### src/rtl/muldiv_seq.sv
// ---------------------------------------------------------------------------
// muldiv_seq : sequential multiplier / divider
//
// Computes one operation at a time:
//   MPY : iterative shift-add, one multiplier bit per cycle (LSB first),
//         giving the full 2*WIDTH-bit product on {result_hi, result_lo}.
//   DIV : restoring division, one quotient bit per cycle (MSB first),
//         quotient on result_lo, remainder on result_hi.
//
// A divide by zero skips the iteration. It returns an all-ones quotient,
// returns the dividend as the remainder and raises div_zero.
//
// Optional feature macro: MULDIV_SIGNED_EN
//   When it is defined, the operands are two's complement. The datapath
//   iterates on magnitudes, and an extra FIX state applies the sign
//   correction. When it is undefined, the operands are unsigned and FIX
//   does not exist.
//
// Ports
//   clk       in   rising-edge clock
//   rst       in   asynchronous active-low reset
//   start     in   launch request, accepted only in IDLE
//   op        in   0 = MPY, 1 = DIV (sampled with start)
//   acc_in    in   multiplicand / dividend
//   br_in     in   multiplier / divisor
//   busy      out  high while iterating (CALC / FIX)
//   done      out  one-cycle completion pulse
//   result_hi out  product high half / remainder
//   result_lo out  product low half / quotient
//   div_zero  out  last DIV had a zero divisor
// ---------------------------------------------------------------------------
module muldiv_seq #(
    parameter int WIDTH = 16
) (
    input  logic             clk,
    input  logic             rst,
    input  logic             start,
    input  logic             op,
    input  logic [WIDTH-1:0] acc_in,
    input  logic [WIDTH-1:0] br_in,
    output logic             busy,
    output logic             done,
    output logic [WIDTH-1:0] result_hi,
    output logic [WIDTH-1:0] result_lo,
    output logic             div_zero
);

    localparam int CW = (WIDTH > 1) ? $clog2(WIDTH) : 1;

`ifdef MULDIV_SIGNED_EN
    typedef enum logic [1:0] {IDLE, CALC, FIX, DONE} state_t;
`else
    typedef enum logic [1:0] {IDLE, CALC, DONE} state_t;
`endif

    state_t           state_q, state_d;
    logic [CW-1:0]    cnt_q, cnt_d;
    logic             isDiv_q, isDiv_d;
    logic [WIDTH-1:0] opnd_q, opnd_d;       // multiplicand (MPY) or divisor (DIV)
    logic [WIDTH-1:0] workHi_q, workHi_d;   // partial product high / partial remainder
    logic [WIDTH-1:0] workLo_q, workLo_d;   // multiplier bits / dividend-quotient bits
    logic [WIDTH-1:0] resHi_q, resHi_d;
    logic [WIDTH-1:0] resLo_q, resLo_d;
    logic             divZero_q, divZero_d;
`ifdef MULDIV_SIGNED_EN
    logic             negA_q, negA_d;
    logic             negB_q, negB_d;
`endif

    logic [WIDTH-1:0] accMag, brMag;
    logic [WIDTH:0]   mpySum;
    logic [WIDTH:0]   divShift;
    logic [WIDTH:0]   divDiff;
    logic [WIDTH-1:0] stepHi, stepLo;

`ifdef MULDIV_SIGNED_EN
    logic [2*WIDTH-1:0] prodMag, prodFix;
    logic [WIDTH-1:0]   quoFix, remFix;
    logic [WIDTH-1:0]   fixHi, fixLo;

    // The iteration runs on magnitudes. Negating the most negative value
    // wraps back to itself, which is still its correct unsigned magnitude.
    assign accMag = acc_in[WIDTH-1] ? (-acc_in) : acc_in;
    assign brMag  = br_in[WIDTH-1]  ? (-br_in)  : br_in;
`else
    assign accMag = acc_in;
    assign brMag  = br_in;
`endif

    // Shift-add adds the multiplicand into the high half. The carry out is
    // shifted back in from the top, so the product never overflows.
    assign mpySum   = {1'b0, workHi_q} + {1'b0, opnd_q};
    // Restoring step: shift the next dividend bit into the remainder and
    // try to subtract. A set MSB on the difference means "restore".
    assign divShift = {workHi_q, workLo_q[WIDTH-1]};
    assign divDiff  = divShift - {1'b0, opnd_q};

    // One iteration of either algorithm.
    always_comb begin
        stepHi = workHi_q;
        stepLo = workLo_q;
        if (isDiv_q) begin
            if (!divDiff[WIDTH]) begin
                stepHi = divDiff[WIDTH-1:0];
                stepLo = {workLo_q[WIDTH-2:0], 1'b1};
            end else begin
                stepHi = divShift[WIDTH-1:0];
                stepLo = {workLo_q[WIDTH-2:0], 1'b0};
            end
        end else begin
            if (workLo_q[0]) begin
                stepHi = mpySum[WIDTH:1];
                stepLo = {mpySum[0], workLo_q[WIDTH-1:1]};
            end else begin
                stepHi = {1'b0, workHi_q[WIDTH-1:1]};
                stepLo = {workHi_q[0], workLo_q[WIDTH-1:1]};
            end
        end
    end

`ifdef MULDIV_SIGNED_EN
    // Sign correction. The product sign is the XOR of the operand signs.
    // The quotient truncates toward zero. The remainder follows the dividend.
    always_comb begin
        prodMag = {workHi_q, workLo_q};
        prodFix = (negA_q ^ negB_q) ? (-prodMag) : prodMag;
        quoFix  = (negA_q ^ negB_q) ? (-workLo_q) : workLo_q;
        remFix  = negA_q ? (-workHi_q) : workHi_q;
        if (isDiv_q) begin
            fixHi = remFix;
            fixLo = quoFix;
        end else begin
            fixHi = prodFix[2*WIDTH-1:WIDTH];
            fixLo = prodFix[WIDTH-1:0];
        end
    end
`endif

    // Next-state and datapath control.
    // Results are written only on the transition into DONE.
    always_comb begin
        state_d   = state_q;
        cnt_d     = cnt_q;
        isDiv_d   = isDiv_q;
        opnd_d    = opnd_q;
        workHi_d  = workHi_q;
        workLo_d  = workLo_q;
        resHi_d   = resHi_q;
        resLo_d   = resLo_q;
        divZero_d = divZero_q;
`ifdef MULDIV_SIGNED_EN
        negA_d    = negA_q;
        negB_d    = negB_q;
`endif
        busy      = 1'b0;
        done      = 1'b0;

        case (state_q)
            IDLE: begin
                if (start) begin
                    isDiv_d   = op;
                    divZero_d = 1'b0;
                    cnt_d     = CW'(WIDTH - 1);
                    workHi_d  = '0;
`ifdef MULDIV_SIGNED_EN
                    negA_d    = acc_in[WIDTH-1];
                    negB_d    = br_in[WIDTH-1];
`endif
                    if (op) begin
                        opnd_d   = brMag;
                        workLo_d = accMag;
                        if (br_in == '0) begin
                            state_d   = DONE;
                            resHi_d   = acc_in;
                            resLo_d   = '1;
                            divZero_d = 1'b1;
                        end else begin
                            state_d = CALC;
                        end
                    end else begin
                        opnd_d   = accMag;
                        workLo_d = brMag;
                        state_d  = CALC;
                    end
                end
            end
            CALC: begin
                busy     = 1'b1;
                workHi_d = stepHi;
                workLo_d = stepLo;
                if (cnt_q == '0) begin
`ifdef MULDIV_SIGNED_EN
                    state_d = FIX;
`else
                    state_d = DONE;
                    resHi_d = stepHi;
                    resLo_d = stepLo;
`endif
                end else begin
                    cnt_d = cnt_q - CW'(1);
                end
            end
`ifdef MULDIV_SIGNED_EN
            FIX: begin
                busy    = 1'b1;
                state_d = DONE;
                resHi_d = fixHi;
                resLo_d = fixLo;
            end
`endif
            DONE: begin
                done    = 1'b1;
                state_d = IDLE;
            end
            default: begin
                state_d = IDLE;
            end
        endcase
    end

    // State and datapath registers. All of them clear asynchronously.
    always_ff @(posedge clk or negedge rst) begin
        if (!rst) begin
            state_q   <= IDLE;
            cnt_q     <= '0;
            isDiv_q   <= 1'b0;
            opnd_q    <= '0;
            workHi_q  <= '0;
            workLo_q  <= '0;
            resHi_q   <= '0;
            resLo_q   <= '0;
            divZero_q <= 1'b0;
`ifdef MULDIV_SIGNED_EN
            negA_q    <= 1'b0;
            negB_q    <= 1'b0;
`endif
        end else begin
            state_q   <= state_d;
            cnt_q     <= cnt_d;
            isDiv_q   <= isDiv_d;
            opnd_q    <= opnd_d;
            workHi_q  <= workHi_d;
            workLo_q  <= workLo_d;
            resHi_q   <= resHi_d;
            resLo_q   <= resLo_d;
            divZero_q <= divZero_d;
`ifdef MULDIV_SIGNED_EN
            negA_q    <= negA_d;
            negB_q    <= negB_d;
`endif
        end
    end

    assign result_hi = resHi_q;
    assign result_lo = resLo_q;
    assign div_zero  = divZero_q;

endmodule

### config.mk
export PLATFORM = sky130hd
export DESIGN_NAME = muldiv_seq
export DESIGN_NICKNAME = d
export VERILOG_FILES = /design/src/rtl/muldiv_seq.sv
export SDC_FILE = /design/constraint.sdc
export NUM_CORES = 1
export LEC_CHECK = 0
export ABC_AREA = 0
export BUFFER_PORTS_ARGS = -buffer_cell sky130_fd_sc_hd__clkbuf_2
export CAP_MARGIN = 20
export CORE_MARGIN = 2
export CORE_UTILIZATION = 50
export DETAILED_ROUTE_END_ITERATION = 10
export PLACE_DENSITY = 0.7
export SYNTH_ARGS = -nofsm -noshare
export SYNTH_HDL_FRONTEND = slang
export SYNTH_SLANG_ARGS = --single-unit
export TNS_END_PERCENT = 100
### constraint.sdc
create_clock -name clk -period 4.5 [get_ports clk]
set_clock_uncertainty 0.15 [all_clocks]
set_input_delay 0.675 -clock clk [delete_from_list [all_inputs] [get_ports clk]]
set_output_delay 0.675 -clock clk [all_outputs]
set_load 0.05 [all_outputs]
==> reports/metrics.yaml, run 1 <==
status:
  run_status: "complete, no violations"
cts:
  clock_latency_ns: 0.34
  cts_tree: "done"
  cts.clk_slew.worst_paths_ns: 0.06
  clock_sinks: 88
  hold_buffers: 0
  cts-root-buf: "clkbuf_16"
  cts_resized: 0
  post_cts_buffers: 0
  cts_max_level: 3
  cts_max_path_buffers: 2
  numCtsBuffers: 9
sta:
  setup_tns_ns: 0
  fin_crit_sh_pct: 78.9
  hold_viol: 0
  fin_crit_ns: 3.55
  slew_viol_final: 0
  fmax_ghz: 0.281
  maxSlewHeadroom_pct: 33.2
  rsz0062_at_grt: "false"
  setup_viol: 0
  worst_slew_pin_slew_ns: 1.00
  whs_ns: 0.253
synthesis:
  syn-num-nets: 785
  avgSynthCellArea_um2: 8.58
  yosysSeqAreaShare_pct: 35.9
  synth_edf_count: 0
  ys_ff_latch: 88
  syn_area_um2: 6130
  ys.flop_type: "dfrtp_1"
  postSynthCellCount: 714
  synth_top_cell_by_area: "dfrtp_1"
  async_flop_share_pct: 100
  yosys-top-cells-area: "dfrtp_1 (36%), ha_1 (6.7%), nand2_1 (6.2%)"
  yosys.cell_types.count: 69
  synth_top_area_share_pct: 35.9
  yosysWarnings: 0
finish:
  design_area_um2: 6870
  multi_input_area_um2: 3660
  fill_cells: 1122
  fin_nets: 835
  syn_to_final_growth_pct: 12.1
  antennaDiodeCount: 0
  drive_gt1_share_pct: 14.7
  seqCellArea_um2: 2200
global_route:
  grt_pass1_wl_um: 27600
  grt_max_degree: 60
  antenna_found_initial: 0
  grt_pass1_vias: 5137
  grt_remaining_overflow: 0
  grt_usage_pct: 26.9
worst_setup_path:
  end_kind: "flip-flop"
  cp.required_ns: 4.61
  path_max_fanout: 11
  startpoint_type: "flip-flop"
  critPathKind: "flip-flop to flip-flop"
  critical_path_arrival_ns: 3.66
worst_hold_path:
  hp-class: "primary input to asynchronous set/reset pin"
detailed_routing:
  routed.top_layer: "met4"
  drt_pass1_iterations: 6
  wl_um: 17700
  met2_wirelength_um: 8340
  dr.first_iter.drc_count: 520
  wl_met3_um: 924
  avgRoutedWirePerCell_um: 19.3
  vias_per_cell: 6.16
  drc: 0
  vias: 5640
  wl_met1_um: 8060
  ant_nets: 0
placement:
  dp_hpwl_um: 13100
  numPortBuffers: 70
  postPlaceCellArea_um2: 6570
  gp_congestion: 0.890
die:
  rows: 40
  die_h_um: 115
  start_util_pct: 51.0
  die_w_um: 115
  dieArea_um2: 13200
  core_um2: 12000
  ios: 71
job:
  maxCapViolCount: 0
[layer usage]
| metal | up-vias | track usage [%] |
|---|---|---|
| li1 | 2705 | - |
| met1 | 2715 | 38.5 |
| met2 | 189 | 42.8 |
| met3 | 31 | 4.92 |
| met4 | 0 | 5.94 |
| met5 | - | 0 |
[layout by cell type, fill, tap and decap left out, types with 3 or more instances in the layout]
| master | count |
|---|---|
| o21ai_0 | 65 |
| nor2b_1 | 34 |
| dfrtp_1 | 88 |
| nand2b_1 | 4 |
| a31oi_1 | 5 |
| a21oi_1 | 46 |
| mux2i_1 | 24 |
| xnor2_1 | 12 |
| nand2_1 | 101 |
| o31ai_1 | 21 |
| a21o_1 | 14 |
| nand3_1 | 6 |
| xor2_1 | 5 |
| o21a_1 | 7 |
| nand4_1 | 4 |
| o211ai_1 | 5 |
| o21ai_1 | 6 |
| clkbuf_2 | 69 |
| a211o_1 | 5 |
| ha_1 | 33 |
| clkbuf_16 | 9 |
| a211oi_1 | 40 |
| mux2_2 | 3 |
| nor3_1 | 11 |
| or3_1 | 5 |
| inv_1 | 28 |
| nor2_1 | 33 |
| and2_1 | 3 |
| buf_4 | 9 |
| or4_1 | 3 |
| o211a_1 | 3 |
| and3_1 | 16 |
[cell type report]
type,count,share of cell area [%]
Inverter,29,1.58
Clock buffer,11,3.53
Sequential cell,88,32.1
Tap cell,147,2.68
Clock inverter,5,0.820
Multi-Input combinational cell,558,53.3
Timing Repair Buffer,78,6.01
[Yosys cell counts, types with 2 or more instances]
library cell / n
a211o_1: 5
a211oi_1: 40
a211oi_2: 2
a21o_1: 14
a21oi_1: 46
a22oi_1: 2
a311o_1: 2
a31oi_1: 5
and2_1: 3
and3_1: 16
buf_1: 5
buf_2: 3
buf_6: 2
clkbuf_1: 29
dfrtp_1: 88
fa_1: 2
ha_1: 33
inv_1: 28
mux2_2: 3
mux2i_1: 24
nand2_1: 101
nand2b_1: 4
nand3_1: 6
nand4_1: 4
nor2_1: 33
nor2b_1: 34
nor3_1: 11
nor4_1: 2
o211a_1: 3
o211ai_1: 5
o21a_1: 7
o21ai_0: 65
o21ai_1: 6
o21bai_1: 3
o31ai_1: 21
o32ai_1: 2
o41ai_1: 2
or3_1: 5
or4_1: 3
xnor2_1: 12
xor2_1: 5
[worst max-delay path, stage by stage (launching register included)]
cell and delay (ns):
dfrtp_1 0.37, inv_1 0.13, ha_1 0.20, inv_1 0.06, fa_1 0.43, a211oi_2 0.26
o21bai_1 0.20, o2111ai_2 0.25, a21boi_2 0.14, nor2_2 0.52, o211ai_1 0.20, a311o_1 0.41
a31oi_1 0.16
[kinds of logic (layout without fill, tap and decap cells)]
| logic type | Yosys count | count (layout) | share of synthesized area (%) |
|---|---|---|---|
| buffers and inverters | 68 | 123 | 4.47 |
| adders and majority gates | 35 | 35 | 7.39 |
| and+or+nand+nor | 229 | 229 | 17.9 |
| AOI/OAI and AO/OA | 249 | 249 | 27.2 |
| DFF | 88 | 88 | 35.9 |
| muxes | 28 | 28 | 4.65 |
| xor gates and xnor gates | 17 | 17 | 2.43 |
[per-stage QoR]
step                      util [%]  cells  setup WS, ns
after detailed placement      54.7    900         0.970
after floorplan                  -    714          1.64
after global routing          57.2    916         0.706
final                         57.2    916         0.947
after CTS                     57.2    916         0.965
after global placement        54.7    900          1.10
[flip-flops by register name (all words and copies together) (netlist names)]
register,flops
workLo_q,16
result_lo,16
cnt_q,4
opnd_q,16
result_hi,16
state_q,2
div_zero,1
workHi_q,16
isDiv_q,1
[path summary, 6_finish.rpt]
| check | start | end | slack [ns] | cells past startpoint |
|---|---|---|---|---|
| min | rst | workHi_q[12] | 0.25 | 1 |
| min reg2reg | result_lo[2] | result_lo[2] | 0.33 | 2 |
| max reg2reg | workLo_q[15] | result_hi[4] | 0.95 | 12 |
| max | workLo_q[15] | result_hi[4] | 0.95 | 12 |
| min in group clk | result_lo[2] | result_lo[2] | 0.33 | 2 |
| max in group asynchronous | rst | result_hi[6] | 3.03 | 2 |
Power of run 1 is not shown: default switching activity piles up to over one toggle a cycle in this logic, so the estimate is an artifact.
==> inputs of run 2 (changes only) <==
==> constraint.sdc (replaced) <==
create_clock -name clk -period 3.6 [get_ports clk]
set_clock_uncertainty 0.15 [all_clocks]
set_input_delay 0.54 -clock clk [delete_from_list [all_inputs] [get_ports clk]]
set_output_delay 0.54 -clock clk [all_outputs]
set_load 0.05 [all_outputs]
==> reports/metrics.yaml, run 2 (synthesis gave the netlist of run 1 again) <==
worst_setup_path:
  end_kind: "flip-flop"
  cp.required_ns: 3.66
  crit_slowest_cell: "fa_1"
  path_max_fanout: 11
  r2r_cells: 12
  startpoint_type: "flip-flop"
  cp.buffers_inverters: 2
  critical_path_arrival_ns: 3.34
  cpLargestDelayFamily: "compound AO/OA/AOI/OAI gates"
  cp_slowest_stage_delay_ns: 0.44
  critPathKind: "flip-flop to flip-flop"
  path_common_cell: "inv_1"
  worstPathCellList: "inv_1 > ha_1 > inv_1 > fa_1 > a211oi_2 > o21bai_1 > o2111ai_2 > and3b_4 > or2_4 > mux2_2 > a21oi_1 > o21ai_0"
  crit_cells: 12
finish:
  drive_gt1_share_pct: 15.2
  antennaDiodeCount: 0
  mostFrequentLayoutCells: "nand2_1 (101), dfrtp_1 (88), clkbuf_2 (69)"
  syn_to_final_growth_pct: 14.2
  fin_nets: 841
  final_common_cell: "nand2_1"
cts:
  cts.clk_slew.worst_paths_ns: 0.06
  cts_max_level: 3
  cts_tree: "done"
  clock_latency_ns: 0.34
  clock_sinks: 88
  cts-root-buf: "clkbuf_16"
  cts_max_path_buffers: 2
  numCtsBuffers: 9
die:
  die_h_um: 115
  rows: 40
  ios: 71
  start_util_pct: 51.0
  core_um2: 12000
  die_w_um: 115
  dieArea_um2: 13200
detailed_routing:
  drt_pass1_iterations: 5
  vias: 5700
  wl_um: 18100
  vias_per_cell: 6.18
  drc: 0
  avgRoutedWirePerCell_um: 19.6
  dr.first_iter.drc_count: 454
  ant_nets: 0
worst_hold_path:
  hp-class: "primary input to flip-flop"
  hold_depth: 3
sta:
  setup_viol: 0
  slew_viol_final: 0
  whs_ns: 0.333
  fmax_ghz: 0.305
  hold_viol: 0
  fin_crit_sh_pct: 91.2
  worst_slew_pin_slew_ns: 0.666
  fin_crit_ns: 3.28
  rsz0062_at_grt: "false"
  setup_tns_ns: 0
  maxSlewHeadroom_pct: 55.6
global_route:
  grt_pass1_wl_um: 28400
  antenna_found_initial: 0
  grt_max_degree: 89
  grt_pass1_vias: 5385
  grt_usage_pct: 27.7
  grt_remaining_overflow: 0
placement:
  gp_congestion: 0.924
  dp_hpwl_um: 13300
  numPortBuffers: 70
status:
  run_status: "complete, no violations"
job:
  maxCapViolCount: 0
-- run 2: changes by cell type in the layout (fill, tap and decap cells not counted), sizes merged --
cell,delta
clkbuf,+1
clkinv,-2
dlygate4sd3,+1
bufinv,+1
buf,+5
-- run 2: area by class of cell --
type | instances | area (um2)
clock buffers | 12 | 256
clock inverters | 4 | 76.3
fillers | 1113 | 5010
inverters | 29 | 109
multi-input cells | 558 | 3670
flip-flops and latches | 88 | 2200
well taps | 147 | 184
repair buffers | 84 | 500
-- run 2: final timing paths --
path                              startpoint           end  slack (ns)
worst min register to register  result_lo[1]  result_lo[1]        0.34
min in group asynchronous                rst  workHi_q[13]        0.49
worst min-delay path               acc_in[3]  result_hi[3]        0.33
worst max-delay path            workLo_q[15]  result_hi[1]        0.32
max in group asynchronous                rst  result_hi[4]        2.19
worst max register to register  workLo_q[15]  result_hi[1]        0.32
-- run 2: layer usage --
| layer | global-route usage [%] | part of all wire (%) | wire length (um) |
|---|---|---|---|
| met4 | 8.84 | 2.7 | 497 |
| met5 | 0 | 0 | 0 |
| met3 | 6.46 | 6.4 | 1160 |
| met2 | 45.3 | 48 | 8690 |
| met1 | 36.7 | 43 | 7760 |
-- run 2: through the flow --
| stage | utilization, % | instances | setup WS [ns] | instance area, um2 |
|---|---|---|---|---|
| finish | 58.3 | 922 | 0.318 | 7000 |
| global route | 58.3 | 922 | 0.0962 | 7000 |
| CTS | 57.7 | 919 | 0.211 | 6930 |
| detailed placement | 54.9 | 903 | 0.225 | 6590 |
| global placement | 54.9 | 903 | 0.340 | 6590 |
| floorplan | - | 714 | 0.740 | 6130 |
-- run 2: repair_timing --
item                                    4_1_cts  5_1_grt
hold buffers                                  0        1
endpoints found under the setup margin        0        4
buffers inserted                              0        0
resized for setup                             0        1
endpoints found under the hold margin         0       24
-- run 2: worst register-to-register path: stages, from the launching register on --
cell       delay, ns
dfrtp_1         0.38
inv_1           0.10
ha_1            0.17
inv_1           0.06
fa_1            0.44
a211oi_2        0.24
o21bai_1        0.19
o2111ai_2       0.24
and3b_4         0.28
or2_4           0.23
mux2_2          0.35
a21oi_1         0.20
o21ai_0         0.13
Power of run 2 is left out for the same reason.
